[config.mk]
export PLATFORM = sky130hd
export DESIGN_NAME = mat_mult_param
export DESIGN_NICKNAME = d
export VERILOG_FILES = /design/src/rtl/mat_mult_pkg.sv /design/src/rtl/mat_mult_mac.sv /design/src/rtl/mat_mult_param.sv
export SDC_FILE = /design/constraint.sdc
export NUM_CORES = 2
export LEC_CHECK = 0
export CORE_MARGIN = 3
export CORE_UTILIZATION = 52
export CTS_BUF_LIST = sky130_fd_sc_hd__clkbuf_8 sky130_fd_sc_hd__clkbuf_16
export CTS_CLUSTER_SIZE = 10
export DETAILED_ROUTE_END_ITERATION = 6
export PLACE_DENSITY_LB_ADDON = 0.2
export SLEW_MARGIN = 20
export SYNTH_ARGS = -nofsm -noshare
export SYNTH_HDL_FRONTEND = slang
export SYNTH_SLANG_ARGS = --single-unit
[constraint.sdc]
create_clock -name clk -period 30.4 [get_ports clk]
set_input_delay 9.12 -clock clk [delete_from_list [all_inputs] [get_ports clk]]
set_output_delay 9.12 -clock clk [all_outputs]
set_load 0.05 [all_outputs]
[src/rtl/mat_mult_pkg.sv]
// Shared types and index helpers for the matrix multiplier.
package mat_mult_pkg;

   typedef enum logic [1:0] {
      S_IDLE = 2'd0,
      S_MAC  = 2'd1,
      S_DONE = 2'd2
   } state_t;

   // Wide enough that a full N-term sum of W x W products never overflows.
   function automatic int acc_width(input int n, input int w);
      return 2 * w + $clog2(n);
   endfunction

   function automatic int elem_lsb(input int n, input int w,
                                   input int r, input int c);
      return w * (n * n - 1 - (r * n + c));
   endfunction

endpackage

[src/rtl/mat_mult_mac.sv]
// Signed multiply-accumulate with range reduction to W bits.
// MAT_MULT_SAT_EN selects saturation; otherwise out-of-range values wrap.
module mat_mult_mac
   import mat_mult_pkg::*;
#(
   parameter int W    = 32,
   parameter int ACCW = 65
) (
   input  logic                clk,
   input  logic                rst,
   input  logic                en,
   input  logic                clr,
   input  logic signed [W-1:0] a,
   input  logic signed [W-1:0] b,
   output logic signed [W-1:0] elem,
   output logic                range_err
);

   logic signed [2*W-1:0]  prod;
   logic signed [ACCW-1:0] acc;
   logic signed [ACCW-1:0] base;
   logic signed [ACCW-1:0] prod_x;
   logic signed [ACCW-1:0] sum;
   logic [ACCW-W:0]        top;

   assign prod   = a * b;
   assign prod_x = {{(ACCW-2*W){prod[2*W-1]}}, prod};
   assign base   = clr ? '0 : acc;
   assign sum    = base + prod_x;

   // The sum fits in W bits exactly when all bits from W-1 upward agree.
   assign top       = sum[ACCW-1:W-1];
   assign range_err = !((&top) || !(|top));

`ifdef MAT_MULT_SAT_EN
   assign elem = !range_err ? sum[W-1:0] :
                 sum[ACCW-1] ? {1'b1, {(W-1){1'b0}}} :
                               {1'b0, {(W-1){1'b1}}};
`else
   assign elem = sum[W-1:0];
`endif

   always_ff @(posedge clk or posedge rst) begin
      if (rst) begin
         acc <= '0;
      end else if (en) begin
         acc <= sum;
      end
   end

endmodule

[src/rtl/mat_mult_param.sv]
// N x N signed matrix multiplier, one MAC per cycle, i/j/k loop order.
// Build with MAT_MULT_SAT_EN to saturate out-of-range elements.
module mat_mult_param
   import mat_mult_pkg::*;
#(
   parameter int N = 2,
   parameter int W = 32
) (
   input  logic             clk,
   input  logic             rst,
   input  logic             start,
   input  logic [N*N*W-1:0] A,
   input  logic [N*N*W-1:0] B,
   output logic [N*N*W-1:0] Res,
   output logic             busy,
   output logic             done,
   output logic             ovf
);

   localparam int ACCW = acc_width(N, W);
   localparam int CW   = (N > 1) ? $clog2(N) : 1;
   localparam logic [CW-1:0] LAST = CW'(N - 1);

   state_t           state;
   logic [N*N*W-1:0] a_reg;
   logic [N*N*W-1:0] b_reg;
   logic [N*N*W-1:0] res_buf;
   logic [CW-1:0]    i;
   logic [CW-1:0]    j;
   logic [CW-1:0]    k;
   logic             ovf_acc;
   logic signed [W-1:0] a_op;
   logic signed [W-1:0] b_op;
   logic signed [W-1:0] elem;
   logic             range_err;
   logic             mac_en;
   logic             k_last;

   assign a_op   = a_reg[elem_lsb(N, W, int'(i), int'(k)) +: W];
   assign b_op   = b_reg[elem_lsb(N, W, int'(k), int'(j)) +: W];
   assign busy   = (state != S_IDLE);
   assign mac_en = (state == S_MAC);
   assign k_last = (k == LAST);

   mat_mult_mac #(
      .W    (W),
      .ACCW (ACCW)
   ) u_mac (
      .clk       (clk),
      .rst       (rst),
      .en        (mac_en),
      .clr       (k == '0),
      .a         (a_op),
      .b         (b_op),
      .elem      (elem),
      .range_err (range_err)
   );

   always_ff @(posedge clk or posedge rst) begin
      if (rst) begin
         state   <= S_IDLE;
         a_reg   <= '0;
         b_reg   <= '0;
         res_buf <= '0;
         Res     <= '0;
         i       <= '0;
         j       <= '0;
         k       <= '0;
         ovf_acc <= 1'b0;
         ovf     <= 1'b0;
         done    <= 1'b0;
      end else begin
         done <= 1'b0;
         unique case (state)
            S_IDLE: begin
               if (start) begin
                  a_reg   <= A;
                  b_reg   <= B;
                  i       <= '0;
                  j       <= '0;
                  k       <= '0;
                  ovf_acc <= 1'b0;
                  state   <= S_MAC;
               end
            end
            S_MAC: begin
               if (k_last) begin
                  res_buf[elem_lsb(N, W, int'(i), int'(j)) +: W] <= elem;
                  ovf_acc <= ovf_acc | range_err;
                  k <= '0;
                  if (j == LAST) begin
                     j <= '0;
                     if (i == LAST) begin
                        i     <= '0;
                        state <= S_DONE;
                     end else begin
                        i <= i + 1'b1;
                     end
                  end else begin
                     j <= j + 1'b1;
                  end
               end else begin
                  k <= k + 1'b1;
               end
            end
            // Result and flag are published together as one snapshot.
            S_DONE: begin
               Res   <= res_buf;
               ovf   <= ovf_acc;
               done  <= 1'b1;
               state <= S_IDLE;
            end
            default: state <= S_IDLE;
         endcase
      end
   end

endmodule

==> flow_summary.ini <==
[run_status]
status = finished, violations left
violations = design-rule violations

[final_layout]
nets = 8693
final_util_pct = 59.0
syn_to_final_growth_pct = 12.5
layout-drive-gt1-share_pct = 6.78

[floorplanning]
num_rows = 128
core_um2 = 122000
initial_core_util_pct = 52.4
dieArea_um2 = 127000
die_h_um = 357
num_io_pins = 390
die_x_um = 357

[global_routing]
grt_pass1_wl_um = 325000
overflow = 0
antenna_found_initial = 10
grt_pass1_vias = 52400
grtUsageTotal_pct = 34.6
grt_max_degree = 111

[flow_run]
maxCapViolations = 0

[sta]
tightest_slew_ns = 1.16
finalClockSkew_ns = 0.0528
worst_hold_slack_ns = 0.469
hold_viol_final = 0
setup_viol = 0
fmax_mhz = 78.8
relSlewSlack_pct = 22.3
period_minus_slack_ns = 12.69
rsz0062_at_grt = no
finalCritPeriodShare_pct = 41.8
drv_slew = 0
fin_tns_setup_ns = 0

[yosys]
post-synth-top-count-cell = nand2_1
ys_top_cells_by_area = fa_1, dfrtp_1, nand2_1, inv_1, ha_1
synth_common_cells = nand2_1, inv_1, fa_1
synth_flop_cell = dfrtp_1
ys_seq_area_share_pct = 22.9
yosysUniqueCellTypes = 68
yosys_warnings = 0
syn_area_um2 = 64000
syn_avg_cell_area_um2 = 9.50
synthArstFlopShare_pct = 100
synth_top_area_cell = fa_1
synth_top_area_share_pct = 38.2
ys_ff_latch = 585
netlist_instances = 6739
synth-edff-count = 0
synth_nets = 8445

[critical_path]
crit_path_top_delay_cell = buf_4
r2r_end = ovf_acc$_DFFE_PP0P_
start_kind = flop
arrival_ns = 13.15
crit_path_end_kind = flop
worstSetupPathType = reg2reg
rr_worst_depth = 34
crit_fanout = 81
worstPathRequired_ns = 30.86
cpPeakStageDelay_ns = 0.87
crit_path_frequent_cell = fa_1
r2r_slack_ns = 17.71
timing.rr.start = k$_DFFE_PP0P_

[clock_network]
clkSinkCount = 585
clkTransAtPathRegs_ns = 0.06
cts_hold_buf = 0
htreeDepth = 3
insertion_delay_ns = 0.67
tritoncts = done
cts_buffers = 72
post_cts_buffers = 0
cts_buffer_depth = 3
post_cts_resized = 0
cts_root_buf = clkbuf_16

[min_path]
hp-start = u_mac.acc[0]$_DFFE_PP0P_
holdPathEnd = u_mac.acc[0]$_DFFE_PP0P_
hold_depth = 2
hp-class = reg2reg

[drt]
first_iter_violations = 4152
totalWireLength_um = 213000
antenna_left = 0
drtPass1Iterations = 7
num_vias = 48500
drc = 1
avgRoutedWirePerCell_um = 24.6
routed_via_density = 5.62

[place]
dpl.hpwl_um = 162000
port_buffers = 389
place_congestion = 0.949
cells in the final DEF, fill, tap and decap left out, types with 41 or more instances in the layout:
master / count
ha_1: 225
a22o_1: 112
o21ai_1: 41
nor2_1: 526
inv_1: 1256
mux2_2: 184
buf_4: 128
clkdlybuf4s50_1: 389
nand2_1: 1523
dfrtp_1: 582
o21a_1: 61
clkbuf_16: 72
o21ai_0: 84
xnor2_1: 42
mux2i_1: 56
and2_1: 103
fa_1: 1222
a21oi_1: 75
metrics by stage:
step	std cells	area [um2]	worst slack (ns)
floorplan	6739	64000	4.91
CTS	8635	71900	17.99
detailed placement	8538	69800	17.36
global placement	8538	69800	17.37
global route	8637	72000	17.19
finish	8639	72000	17.71
cell type report:
class | count | area (um2)
fill | 10500 | 50100
multi-input combinational | 4557 | 43600
sequential | 585 | 14700
timing repair buffer | 519 | 4880
inverter | 1252 | 4710
tap | 1625 | 2030
clock buffer | 74 | 1830
clock inverter | 23 | 299
antenna | 4 | 10.0
critical path: cells and delay by family (launching register included):
family          cells  cell delay (ns)
fa+ha+maj           9             4.45
buf+inv            10             2.86
compound gates      7             2.33
simple gates        7             1.64
flops               1             0.71
xor+xnor            1             0.35
worst max-delay path by stage:
stage                        startpoint                         to  slack, ns  depth (start not counted)
after floorplan                     rst         Res[0]$_DFFE_PP0P_       4.91                          1
after global placement              rst  u_mac.acc[28]$_DFFE_PP0P_      17.37                          5
after detailed placement            rst  u_mac.acc[28]$_DFFE_PP0P_      17.36                          5
after CTS                 k$_DFFE_PP0P_        ovf_acc$_DFFE_PP0P_      17.99                         33
after global routing      k$_DFFE_PP0P_        ovf_acc$_DFFE_PP0P_      17.19                         32
final                     k$_DFFE_PP0P_        ovf_acc$_DFFE_PP0P_      17.71                         34
kinds of logic after synthesis:
| kind of cell | share of synthesized area (%) |
|---|---|
| buffers and inverters | 9.39 |
| AND/OR/NAND/NOR | 14.4 |
| AO/OA/AOI/OAI | 5.23 |
| flip-flops | 22.9 |
| adder cells (fa/ha/maj) | 42.6 |
| multiplexers | 4.43 |
| XOR/XNOR | 1.08 |
metal layers:
| metal | routed length, um | up-vias | GRT usage [%] |
|---|---|---|---|
| li1 | - | 20600 | - |
| met1 | 76200 | 25000 | 41.5 |
| met2 | 103000 | 2294 | 57.7 |
| met3 | 19200 | 669 | 8.36 |
| met4 | 14300 | 8 | 18.5 |
| met5 | 50 | - | 0 |
Power is not shown: default switching activity piles up to over one toggle a cycle in this logic, so the estimate is an artifact.
